`config.mk`:
```
export PLATFORM = sky130hd
export DESIGN_NAME = ranging_sequencer
export DESIGN_NICKNAME = d
export VERILOG_FILES = /design/src/rtl/ranging_pkg.sv /design/src/rtl/echo_sync.sv /design/src/rtl/ranging_sequencer.sv
export SDC_FILE = /design/constraint.sdc
export NUM_CORES = 1
export LEC_CHECK = 0
export CAP_MARGIN = 20
export CORE_UTILIZATION = 55
export CTS_CLUSTER_SIZE = 24
export DETAILED_ROUTE_END_ITERATION = 6
export PLACE_DENSITY = 0.79
export SYNTH_ARGS = -nofsm -noshare
export SYNTH_HDL_FRONTEND = slang
export SYNTH_HIERARCHICAL = 1
export SYNTH_SLANG_ARGS = --single-unit
```
`constraint.sdc`:
```
create_clock -name clk -period 2.6 [get_ports clk]
set_input_delay 0.52 -clock clk [delete_from_list [all_inputs] [get_ports clk]]
set_output_delay 0.52 -clock clk [all_outputs]
set_load 0.005 [all_outputs]
```
`src/rtl/ranging_pkg.sv`:
```
// ranging_pkg
//   Shared definitions for the ultrasonic ranging sequencer:
//   - state_e     : sequencer state encoding (also driven out on state_dbg)
//   - BCD_TIMEOUT : distance reported when a measurement is lost
//   - ctr_width() : bit width needed for a counter that counts 0..cycles-1
package ranging_pkg;

    typedef enum logic [2:0] {
        IDLE      = 3'd0,
        CLEAR     = 3'd1,
        TRIG      = 3'd2,
        WAIT_RISE = 3'd3,
        MEASURE   = 3'd4,
        CAPTURE   = 3'd5,
        LOST      = 3'd6,
        HOLDOFF   = 3'd7
    } state_e;

    localparam logic [11:0] BCD_TIMEOUT = 12'h999;

    // Width of a counter whose largest value is cycles-1 (never less than 1 bit).
    function automatic int ctr_width(input int unsigned cycles);
        return (cycles < 2) ? 1 : $clog2(cycles);
    endfunction

endpackage

```
`src/rtl/echo_sync.sv`:
```
// echo_sync
//   Brings the asynchronous sensor echo into the clk domain and derives
//   single-cycle edge pulses from the synchronized level.
// Ports:
//   clk   in  system clock
//   reset in  asynchronous, active-high reset (all flops to 0)
//   echo  in  raw sensor echo
//   rise  out one-cycle pulse: first cycle the synchronized echo is high
//   fall  out one-cycle pulse: first cycle the synchronized echo is low again
module echo_sync (
    input  logic clk,
    input  logic reset,
    input  logic echo,
    output logic rise,
    output logic fall
);

    logic echo_m;   // first synchronizer stage, may go metastable
    logic echo_s;   // synchronized echo level
    logic echo_d;   // echo_s delayed by one cycle for edge detection

    always_ff @(posedge clk or posedge reset) begin
        if (reset) begin
            echo_m <= 1'b0;
            echo_s <= 1'b0;
            echo_d <= 1'b0;
        end else begin
            echo_m <= echo;
            echo_s <= echo_m;
            echo_d <= echo_s;
        end
    end

    assign rise = echo_s & ~echo_d;
    assign fall = ~echo_s & echo_d;

endmodule

```
`src/rtl/ranging_sequencer.sv`:
```
// ranging_sequencer
//   Measurement controller for the ultrasonic ranging path. Issues the
//   trigger pulse, waits for the echo, gates the external 3-digit BCD counter
//   with a distance-tick strobe while echo is high, then captures the result.
//   Single-shot (start) and free-running (auto_en) operation, with timeout.
//
// Ports:
//   clk        in   system clock
//   reset      in   asynchronous, active-high reset
//   start      in   single-shot request, only looked at in IDLE
//   auto_en    in   level, repeat measurements every PERIOD_CYCLES
//   echo       in   asynchronous sensor echo
//   trig       out  sensor trigger pulse (TRIG_CYCLES long)
//   cnt_clr    out  one-cycle clear to the BCD counter
//   cnt_ena    out  one-cycle count strobe to the BCD counter
//   cnt_value  in   BCD counter value {hundreds,tens,units}
//   dist_bcd   out  last captured distance (12'h999 when lost)
//   dist_valid out  one-cycle pulse when dist_bcd/timeout update
//   timeout    out  1 = last measurement lost, held until next dist_valid
//   busy       out  high in every state except IDLE
//   state_dbg  out  current sequencer state (state_e encoding)
//
// Handshake: there is no back-pressure. start is a request level sampled
// only while IDLE; dist_valid is a single-cycle strobe with dist_bcd and
// timeout already stable in that cycle and held until the next strobe.
//
// Timing: ctr is 0 in CLEAR and counts every cycle, so TRIG spans
// ctr = 1..TRIG_CYCLES, the timeout fires when ctr reaches TIMEOUT_CYCLES in
// WAIT_RISE/MEASURE, and HOLDOFF ends at ctr = PERIOD_CYCLES-1, giving trigger
// starts exactly PERIOD_CYCLES apart in auto mode. TICK_DIV must be >= 2.
module ranging_sequencer #(
    parameter int unsigned TRIG_CYCLES    = 1000,
    parameter int unsigned TICK_DIV       = 5830,
    parameter int unsigned TIMEOUT_CYCLES = 3800000,
    parameter int unsigned PERIOD_CYCLES  = 6000000
) (
    input  logic        clk,
    input  logic        reset,
    input  logic        start,
    input  logic        auto_en,
    input  logic        echo,
    output logic        trig,
    output logic        cnt_clr,
    output logic        cnt_ena,
    input  logic [11:0] cnt_value,
    output logic [11:0] dist_bcd,
    output logic        dist_valid,
    output logic        timeout,
    output logic        busy,
    output logic [2:0]  state_dbg
);

    import ranging_pkg::*;

    localparam int CW = ctr_width(PERIOD_CYCLES);
    localparam int DW = ctr_width(TICK_DIV);

    localparam logic [CW-1:0] TRIG_END    = CW'(TRIG_CYCLES);
    localparam logic [CW-1:0] TIMEOUT_AT  = CW'(TIMEOUT_CYCLES);
    localparam logic [CW-1:0] PERIOD_LAST = CW'(PERIOD_CYCLES - 1);
    localparam logic [DW-1:0] DIV_LAST    = DW'(TICK_DIV - 1);

    state_e         state_q, state_nxt;
    logic [CW-1:0]  ctr_q, ctr_nxt;
    logic [DW-1:0]  div_q, div_nxt;
    logic           echo_rise, echo_fall;
    logic           timed_out;
    logic           strobe;

    echo_sync u_echo_sync (
        .clk   (clk),
        .reset (reset),
        .echo  (echo),
        .rise  (echo_rise),
        .fall  (echo_fall)
    );

    assign timed_out = (ctr_q >= TIMEOUT_AT);
    assign state_dbg = state_q;

    // Next state, cycle timer and tick divider.
    always_comb begin
        state_nxt = state_q;
        ctr_nxt   = ctr_q + CW'(1);
        div_nxt   = div_q;
        strobe    = 1'b0;

        case (state_q)
            IDLE: begin
                if (start || auto_en) state_nxt = CLEAR;
            end
            CLEAR: begin
                state_nxt = TRIG;
            end
            TRIG: begin
                if (ctr_q >= TRIG_END) state_nxt = WAIT_RISE;
            end
            WAIT_RISE: begin
                if (timed_out) begin
                    state_nxt = LOST;
                end else if (echo_rise) begin
                    // The rise cycle is already the first echo-high cycle and
                    // counts as divider value 0; this makes N high cycles give
                    // floor(N/TICK_DIV) strobes with none in the fall cycle.
                    state_nxt = MEASURE;
                    div_nxt   = DW'(1);
                end
            end
            MEASURE: begin
                if (timed_out) begin
                    state_nxt = LOST;
                end else if (echo_fall) begin
                    state_nxt = CAPTURE;
                end else begin
                    strobe  = (div_q == DIV_LAST);
                    div_nxt = strobe ? '0 : div_q + DW'(1);
                end
            end
            CAPTURE: begin
                state_nxt = HOLDOFF;
            end
            LOST: begin
                state_nxt = HOLDOFF;
            end
            HOLDOFF: begin
                if (ctr_q >= PERIOD_LAST) state_nxt = auto_en ? CLEAR : IDLE;
            end
            default: begin
                state_nxt = IDLE;
            end
        endcase

        // The timer restarts at every trigger sequence and rests at 0 in IDLE.
        if (state_nxt == CLEAR || state_nxt == IDLE) ctr_nxt = '0;
    end

    // State, counters and registered outputs. Pin-facing outputs are derived
    // from the next state so they line up exactly with the state they belong to.
    always_ff @(posedge clk or posedge reset) begin
        if (reset) begin
            state_q    <= IDLE;
            ctr_q      <= '0;
            div_q      <= '0;
            trig       <= 1'b0;
            cnt_clr    <= 1'b0;
            cnt_ena    <= 1'b0;
            busy       <= 1'b0;
            dist_valid <= 1'b0;
            dist_bcd   <= 12'h000;
            timeout    <= 1'b0;
        end else begin
            state_q    <= state_nxt;
            ctr_q      <= ctr_nxt;
            div_q      <= div_nxt;
            trig       <= (state_nxt == TRIG);
            cnt_clr    <= (state_nxt == CLEAR);
            busy       <= (state_nxt != IDLE);
            cnt_ena    <= strobe;
            dist_valid <= (state_q == CAPTURE) || (state_q == LOST);
            if (state_q == CAPTURE) begin
                dist_bcd <= cnt_value;
                timeout  <= 1'b0;
            end else if (state_q == LOST) begin
                dist_bcd <= BCD_TIMEOUT;
                timeout  <= 1'b1;
            end
        end
    end

endmodule

```
Yosys cells after proc, flatten, opt, wreduce, memory -nomap -nowiden
Cells that the tools add are included.
Cells by class
  add/subtract/negate cells: 2
  magnitude comparators: 3
  equality and inequality tests: 14
  mux-type cells: 23
  bitwise operators: 4
  reductions and logical operators: 10
Operators with widths (number)
  two-way mux 13 bit: 5
  one-hot mux 13 bit (2 select lines): 1
  two-way mux 12 bit: 2
  adder 23 x 1 -> 23 bit, second input constant: 1
  greater-or-equal comparator 23 x 10 -> 1 bit, second input constant: 1
  greater-or-equal comparator 23 x 22 -> 1 bit, second input constant: 1
  greater-or-equal comparator 23 bit, second input constant: 1
  two-way mux 23 bit: 1
  two-way mux 3 bit: 7
  one-hot mux 3 bit (7 select lines): 1
  adder 13 x 1 -> 13 bit, second input constant: 1
  equality test 13 bit, second input constant: 1
  equality test 3 bit, second input constant: 4
  equality test 3 x 2 -> 1 bit, second input constant: 3
  inequality test 2 bit, second input constant: 4
  equality test 3 x 1 -> 1 bit, second input constant: 2
  logical NOT 3 bit: 2
  two-way mux 1 bit: 6
  AND reduction 5 bit: 1
  nonzero test 2 bit: 2
  logical OR 1 bit: 3
  nonzero test 3 bit: 1
  AND 1 bit: 2
  NOT 1 bit: 2
  OR reduction 2 bit: 1
Storage, ports and cells
  register bits: 60
  input bits: 17
  output and inout bits: 21

Logic depth before layout (Yosys ltp)
Gate-level depths: netlist of the first run.
  depth in word-level cells: 8
  mapped depth: 8

By module
The synthesis of the first run kept the hierarchy.
Modules (own cells, without submodules)
  ranging_sequencer: instances 1, cells each 316, area an instance 3035.4 µm², seq. area each 1426.4 µm²
  echo_sync: instances 1, cells each 6, area an instance 93.8 µm², seq. area each 75.1 µm²

Worst setup path before layout of the first run
OpenSTA, ideal clock, no wires.
  kind: register to register
  start point: register div_q[11]
  end point: register div_q[10]
  library setup time: 0.127 ns
  arrival: 1.693 ns
  data required time: 2.473 ns
  path slack: 0.780 ns
  cell stages (with the launch flop): 7
  buffers on the path: 1
  period minus slack after synthesis: 1.820 ns
  path through: dfrtp_1 or4b_4 o31ai_4 buf_4 nor2_1 o21ai_1 o31ai_2
Between the ends
  cells in the longest elaborated chain, start to end: 5
Ends and longest elaborated chain
  start: declaration: RTL line ranging_sequencer.sv:65  | logic [DW-1:0] div_q, div_nxt;
  start signal: assignment: RTL line ranging_sequencer.sv:154  | div_q <= div_nxt;
  equality test 13 bit: RTL line ranging_sequencer.sv:115  | strobe = (div_q == DIV_LAST);
  two-way mux 13 bit: RTL line ranging_sequencer.sv:116  | div_nxt = strobe ? '0 : div_q + DW'(1);
  two-way mux 13 bit: RTL line ranging_sequencer.sv:112  | end else if (echo_fall) begin
  two-way mux 13 bit: RTL line ranging_sequencer.sv:110  | if (timed_out) begin
  one-hot mux 13 bit (2 select lines): RTL line ranging_sequencer.sv:88  | case (state_q)
No other way between the ends. The select of a mux whose other input is x is not followed.
A chain may end at the register's enable or synchronous reset.

Final worst setup path of the first run
  start point: register div_q[1]
  end point: register div_q[5]
Between the ends
  cells in the longest elaborated chain, start to end: 5
  elaborated cells between the ends (all ways): 6
  classes of those cells: add/sub (1); eq/ne (1); mux (4)
Ends and longest elaborated chain (RTL line)
  adder 13 x 1 -> 13 bit / equality test 13 bit (equally long branches): ranging_sequencer.sv:116, ranging_sequencer.sv:115
  two-way mux 13 bit (*): ranging_sequencer.sv:116
  two-way mux 13 bit (*): ranging_sequencer.sv:112
  two-way mux 13 bit (*): ranging_sequencer.sv:110
  one-hot mux 13 bit (2 select lines) (*): ranging_sequencer.sv:88
Every way passes the cells marked *; elsewhere a longest branch is shown, timed or not. The select of a mux whose other input is x is not followed.

==> results.md, run 1 <==
- Gr usage total: 23.2%
- Setup Skew: 8.17 ps
- Worst setup path category: reg2reg
- CP max-delay cell: or4bb_1
- Most common cell after layout, fill and taps aside: dfrtp_1
- Worst r2r src: div_q[1]
- FF-to-FF path depth: 8
- Fill count: 434
- Post-synth top flop: dfrtp_1
- Vias in the first global route: 2431
- Switch share: 21.0%
- Worst slew margin: 60.0%
- Clock Pin Slew Worst Setup and Hold Paths: 60 ps
- Max Slew Vio Count: 0
- CTS tree: done
- Top-area cell type share of the netlist area: 48.0%
- CTS root buf: clkbuf_8
- Final TNS setup: 0 ps
- Via/cell ratio: 5.74
- Cts hold-fix bufs: 0
- Period Utilization, post-route: 83.6%
- Critical path startpoint: div_q[1]
- Max cap viols: 0
- Pre-Repair DR Iteration Count: 4
- Fmax: 0.460 GHz
- Clock Latency Late Sink: 340 ps
- Core Region: 5510 µm²
- Commonest cells after routing, fill and taps aside: dfrtp_1 (60), nor2_1 (42), clkdlybuf4s50_1 (37), nand2_1 (24), xor2_1 (17)
- Sink Count: 60
- Gate power share: 2.9%
- Post-synth cell types: 55
- Pleak: 1.60 nW
- Initial DRC count: 149
- DP Wirelength: 4450 µm
- Synth area leaders: dfrtp_1 (48%), nor2_1 (5.0%), xor2_1 (4.8%)
- Share of layout cells above drive strength 1: 11.4%
- FF-to-FF setup slack: 430 ps
- Net count after synthesis: 343
- Ys async rst share: 100%
- Die X-Extent: 77.4 µm
- CTS resizes: 0
- Cell area after synthesis: 3130 µm²
- Post-route ant nets: 0
- IO Pins: 38
- Worst-case clock buffer depth: 2
- Cts bufs inserted: 9
- Int Pwr: 0.00135 W
- Slew of the pin with the lowest slew margin: 596 ps
- Grt ovf: 0
- DIE AREA: 6000 µm²
- YS warnings: 6
- CP max FO: 8
- WL per Instance: 14.4 µm
- CP cell instances: inv_1, ha_1, or4bb_1, o31ai_4, buf_4, nor2b_1, o21ai_0, o31ai_2
- WP data required: 2810 ps
- GP Congestion: 0.809
- Setup bufs post-CTS: 0
- Post-Synthesis Cells: 322
- Multi-input gate area: 1510 µm²
- CP max stage delay: 460 ps
- Remaining DRCs: 0
- Setup violators final: 0
- Yosys top cell by area: dfrtp_1
- DP Cell Count: 425
- First-pass GRT wire length: 10800 µm
- Worst setup path end: div_q[5]
- CTS H-tree depth: 3
- Min-delay worst type: reg2reg
- Crit. End Element: flop
- Non-Filler Instances: 440
- Unrepaired setup endpoints after global routing: no
- Hold WS: 355 ps
- Avg Inst Size Synth: 9.72 µm²
- WP data arrival: 2380 ps
- Final hold violations: 0
- Status: complete, no violations
- Storage cell area: 1500 µm²
- Rows: 27
- Sequential Power Share: 54.8%
- Peak VDD IR: 0.318 mV
- RR Endpoint: div_q[5]
- Minimum clock period: 2170 ps
- Via count of the routed design: 2525
- Switch Pwr: 0.000360 W
- Startpoint Class: flop
- Starting Density: 56.8%
- PortBufs: 37
- Fin nets: 385
- Layout area overhead: 20.0%
- Clock group share of total power: 42.3%
- Drt total wl: 6350 µm
- Initial antenna violation count: 0
- Chip Height: 77.4 µm
- Number of flops mapped to enable cells by yosys: 0
- Largest net degree at the start of global routing: 34
- #FFs+latches synth: 60
- Antenna Cells: 0
- Register area share after synthesis: 48.0%
- Power density over the cells: 456 nW/µm²
==> worst min path at each step <==
stage | from | to | slack [ps] | depth (start not counted)
6_report | u_echo_sync/echo_m | u_echo_sync/echo_s | 360 | 0
5_1_grt | u_echo_sync/echo_m | u_echo_sync/echo_s | 370 | 0
4_1_cts | u_echo_sync/echo_m | u_echo_sync/echo_s | 360 | 0
3_5_place_dp | u_echo_sync/echo_m | u_echo_sync/echo_s | 340 | 0
3_3_place_gp | u_echo_sync/echo_m | u_echo_sync/echo_s | 330 | 0
2_1_floorplan | reset | u_echo_sync/echo_d | 270 | 1
==> logic make-up after synthesis <==
logic type               synth area share, %
multiplexers                           0.360
AND/OR/NAND/NOR                         22.3
AO/OA/AOI/OAI                           17.9
XOR/XNOR                                6.16
adder cells (fa/ha/maj)                 1.60
flip-flops                              48.0
buffers and inverters                   3.68
==> routing by layer <==
metal,track usage (%),up-vias,routed length [µm]
li1,-,1247,-
met1,29.1,1193,2970
met2,36.6,72,2980
met3,5.65,13,277
met4,13.4,0,124
met5,0,-,0
==> cells in the mapped netlist, types with 3 or more instances <==
cell / number
nand2_1: 24
dfrtp_1: 60
o31ai_2: 9
nor4_1: 3
nand3_1: 16
o22ai_1: 7
clkbuf_1: 4
o21ai_0: 10
a21oi_1: 13
nor3_1: 7
ha_1: 4
xnor2_1: 5
and4_1: 3
inv_1: 10
and3_1: 4
nor2_1: 42
a31oi_1: 4
buf_2: 5
xor2_1: 17
o21ai_1: 11
nand4_1: 8
and2_1: 5
nor2b_1: 6
a22oi_1: 6
==> power by group through the flow <==
stage / combinational, W / clock (W) / sequential [W]
3_3_place_gp: 0.0000511 / 0 / 0.000954
3_5_place_dp: 0.0000516 / 0 / 0.000954
5_1_grt: 0.0000559 / 0.000784 / 0.000937
4_1_cts: 0.0000520 / 0.000745 / 0.000937
2_1_floorplan: 0.0000172 / 0 / 0.000954
6_report: 0.0000502 / 0.000724 / 0.000937
==> critical path, delay by kind of cell, from the launching register on <==
| kind | cells | cell delay [ps] |
|---|---|---|
| AOI/OAI and AO/OA | 3 | 660 |
| adders and majority gates | 1 | 130 |
| buffers and inverters | 2 | 300 |
| DFF | 1 | 430 |
| and+or+nand+nor | 2 | 520 |
==> final cells by class <==
cell class	instances	share of cell area, %
Multi-Input combinational cell	238	40.3
Inverter	10	1.00
Clock inverter	2	0.267
Tap cell	72	2.40
Clock buffer	13	4.23
Timing Repair Buffer	45	11.8
Sequential cell	60	40.0
==> registers in the layout, indices dropped and copies added (netlist names) <==
signal,count
ctr_q,23
div_q,13
dist_bcd,12
state_dbg,3
busy,1
cnt_clr,1
cnt_ena,1
dist_valid,1
timeout,1
trig,1
u_echo_sync/echo_d,1
u_echo_sync/echo_m,1
u_echo_sync/echo_s,1
==> metrics by stage <==
stage	util, %	worst slack, ps	instance area, µm²	total power [W]
after floorplan	-	680	3130	0.000971
after global placement	65.1	490	3580	0.00101
after detailed placement	65.1	454	3580	0.00101
after CTS	68.2	435	3750	0.00173
after global routing	68.2	266	3750	0.00178
final	68.2	426	3750	0.00171
Note: power is estimated with default switching activity, not from simulation.
==> inputs of run 2 (changes only) <==
--- a/config.mk
+++ b/config.mk
@@ -6,10 +6,10 @@
 export NUM_CORES = 1
 export LEC_CHECK = 0
 export CAP_MARGIN = 20
-export CORE_UTILIZATION = 55
+export CORE_UTILIZATION = 50
 export CTS_CLUSTER_SIZE = 24
 export DETAILED_ROUTE_END_ITERATION = 6
-export PLACE_DENSITY = 0.79
+export PLACE_DENSITY = 0.76
 export SYNTH_ARGS = -nofsm -noshare
 export SYNTH_HDL_FRONTEND = slang
 export SYNTH_HIERARCHICAL = 1
==> constraint.sdc (replaced) <==
create_clock -name clk -period 1.9 [get_ports clk]
set_input_delay 0.38 -clock clk [delete_from_list [all_inputs] [get_ports clk]]
set_output_delay 0.38 -clock clk [all_outputs]
set_load 0.005 [all_outputs]
==> run 2 against run 1 <==
  * The flow now finishes with violations (negative setup slack)
  * Wire length grew 15%
  * Clock skew grew 3.9 ps
  * Combinational power grew 47%
  * Clock power grew 46%
  * Largest cell class unchanged
  * Largest power group unchanged
==> results.md, run 2 (synthesized netlist as in run 1, its figures left out) <==
- Most common cell after layout, fill and taps aside: dfrtp_1
- CTS H-tree depth: 3 (unchanged)
- Setup violators final: 1 (+1)
- M2 GR Usage: 39.0% (+2.4 points)
- First-pass GRT wire length: 11900 µm (+9.8%)
- Crit path buf inv count: 1 (-1)
- IO Pins: 38 (unchanged)
- CP max-delay cell: or4b_4
- CP max stage delay: 570 ps (+110 ps)
- PortBufs: 37 (unchanged)
- Clock Pin Slew Worst Setup and Hold Paths: 60 ps (about the same)
- Via/cell ratio: 5.71 (-0.47%)
- Power density over the cells: 589 nW/µm² (+29%)
- Worst slew margin: 75.7% (+16 points)
- Peak VDD IR: 0.374 mV (+18%)
- Slew of the pin with the lowest slew margin: 362 ps (-234 ps)
- Drt total wl: 7300 µm (+15%)
- Met1 GRT Util: 31.8% (+2.7 points)
- Global Route met3 Usage: 5.06% (-0.59 points)
- Core Region: 5990 µm² (+8.8%)
- Max FFs per register: 23 (unchanged)
- Design area: 4110 µm² (+9.4%)
- Pleak: 1.78 nW (+11%)
- Final worst setup slack: -23.2 ps (-449 ps)
- Fmax: 0.520 GHz (+13%)
- Startpoint Class: flop
- Worst setup path category: reg2reg
- Worst-case clock buffer depth: 2 (unchanged)
- Clock Latency Late Sink: 350 ps (about the same)
- WL per Instance: 15.5 µm (+7.2%)
- CTS root buf: clkbuf_8
- Fin nets: 413 (+7.3%)
- Total Power: 0.00242 W (+41%)
- Non-Filler Instances: 472 (+7.3%)
- DP Wirelength: 5040 µm (+13%)
- WP data required: 2120 ps (-690 ps)
- WP data arrival: 2150 ps (-230 ps)
- Initial antenna violation count: 0 (unchanged)
- Grt ovf: 0 (unchanged)
- Gr usage total: 24.2% (+1.0 points)
- Share of layout cells above drive strength 1: 22.2% (+11 points)
- Largest reg by FF count: ctr_q
- CP max FO: 7 (-1)
- Min-delay worst type: in2async
- Rows: 28 (+3.7%)
- Sink Count: 60 (unchanged)
- Critical Path Stages: 6 (-2)
- Final hold violations: 0 (unchanged)
- Max Slew Vio Count: 0 (unchanged)
- Crit. End Element: flop
- Via count of the routed design: 2696 (+6.8%)
- Layout area overhead: 31.3%
- RR Endpoint: div_q[9]
- Pre-Repair DR Iteration Count: 4 (unchanged)
- Regs by FF count: ctr_q (23), div_q (13), dist_bcd (12)
- Placed cell areas: 3820 µm² (+6.5%)
- Commonest cells after routing, fill and taps aside: dfrtp_1 (59), nor2_1 (41), clkdlybuf4s50_1 (37), buf_4 (28), nand2_1 (24)
- Die X-Extent: 81.1 µm (+4.8%)
- DIE AREA: 6580 µm² (+9.7%)
- Violated checks: negative setup slack
- Unrepaired setup endpoints after global routing: yes
- Cts bufs inserted: 9 (unchanged)
- Antenna Cells: 0 (unchanged)
- GP Congestion: 0.819 (+1.2%)
- Delay-heaviest family, CP: compound AO/OA/AOI/OAI gates
- CTS tree: done
- CP cell instances: or4b_4, o31ai_4, buf_6, a31oi_1, o21ai_1, o31ai_2
- Largest net degree at the start of global routing: 35 (+2.9%)
- Global routing's busiest layer: met2
- Worst r2r src: div_q[4]
- Max cap viols: 0 (unchanged)
- Initial DRC count: 197 (+32%)
- Setup Skew: 12.0 ps (+3.87 ps)
- DP Cell Count: 455 (+7.1%)
- Starting Density: 52.2% (-4.6 points)
- FF-to-FF path depth: 6 (-2)
- FF-to-FF setup slack: -20 ps (-450 ps)
- Remaining DRCs: 0 (unchanged)
- Vias in the first global route: 2592 (+6.6%)
- Chip Height: 81.1 µm (+4.8%)
- Post-route ant nets: 0 (unchanged)
- Period Utilization, post-route: 101% (+18 points)
- Status: finished with violations
- Minimum clock period: 1920 ps (-251 ps)
-- run 2: cell types whose count changed in the layout (fill, tap and decap cells not counted), moves of 2 or more --
cell and change:
buf_4 +21, buf_6 +5, o21ai_2 +3, buf_12 +2, nor2b_1 -2, o21ai_0 -2
-- run 2: routing by layer --
layer,part of all wire [%],wire [µm]
met5,0,0
met4,2.1,150
met3,4.5,325
met2,49,3600
met1,44,3230
-- run 2: layout make-up --
cell class	instances	area, µm²
clock inverters	1	5.00
flip-flops and latches	60	1500
inverters	10	37.5
multi-input cells	238	1600
clock buffers	15	176
repair buffers	73	697
fillers	447	1880
well taps	75	93.8
-- run 2: worst max path at each step --
stage                   start        end  slack [ps]
floorplan           div_q[11]  div_q[10]          80
global placement    div_q[11]   div_q[4]          80
detailed placement    auto_en       trig           7
CTS                  div_q[1]   div_q[5]         -20
global route         div_q[1]   div_q[9]        -120
finish               div_q[4]   div_q[9]         -20
-- run 2: timing repair --
item,4_1_cts,5_1_grt
cloned,0,0
resized for setup,1,26
endpoints found under the setup margin,3,30
pin swaps,1,4
setup buffers,1,0
hold buffers,0,0
-- run 2: where the power goes --
group	switching [W]	internal (W)
clock network	0.000483	0.000580
logic	0.0000341	0.0000399
registers	0.00000173	0.00128
total	0.000519	0.00190
-- run 2: through the flow --
| stage | hold slack, ps | setup WS (ps) | utilization [%] | TNS [ps] |
|---|---|---|---|---|
| final | 264 | -23.2 | 68.6 | -23.2 |
| after floorplan | 134 | 79.7 | - | 0 |
| after global routing | 299 | -124 | 68.6 | -856 |
| after detailed placement | 336 | 7.23 | 63.7 | 0 |
| after CTS | 269 | -15.1 | 66.9 | -15.1 |
| after global placement | 338 | 77.6 | 63.7 | 0 |
-- run 2: worst register-to-register path: cells and delay by family, from the launching register on --
kind                   cells  cell delay (ps)
buffers and inverters      1              180
AND/OR/NAND/NOR            1              570
flip-flops                 1              400
AO/OA/AOI/OAI              4              660
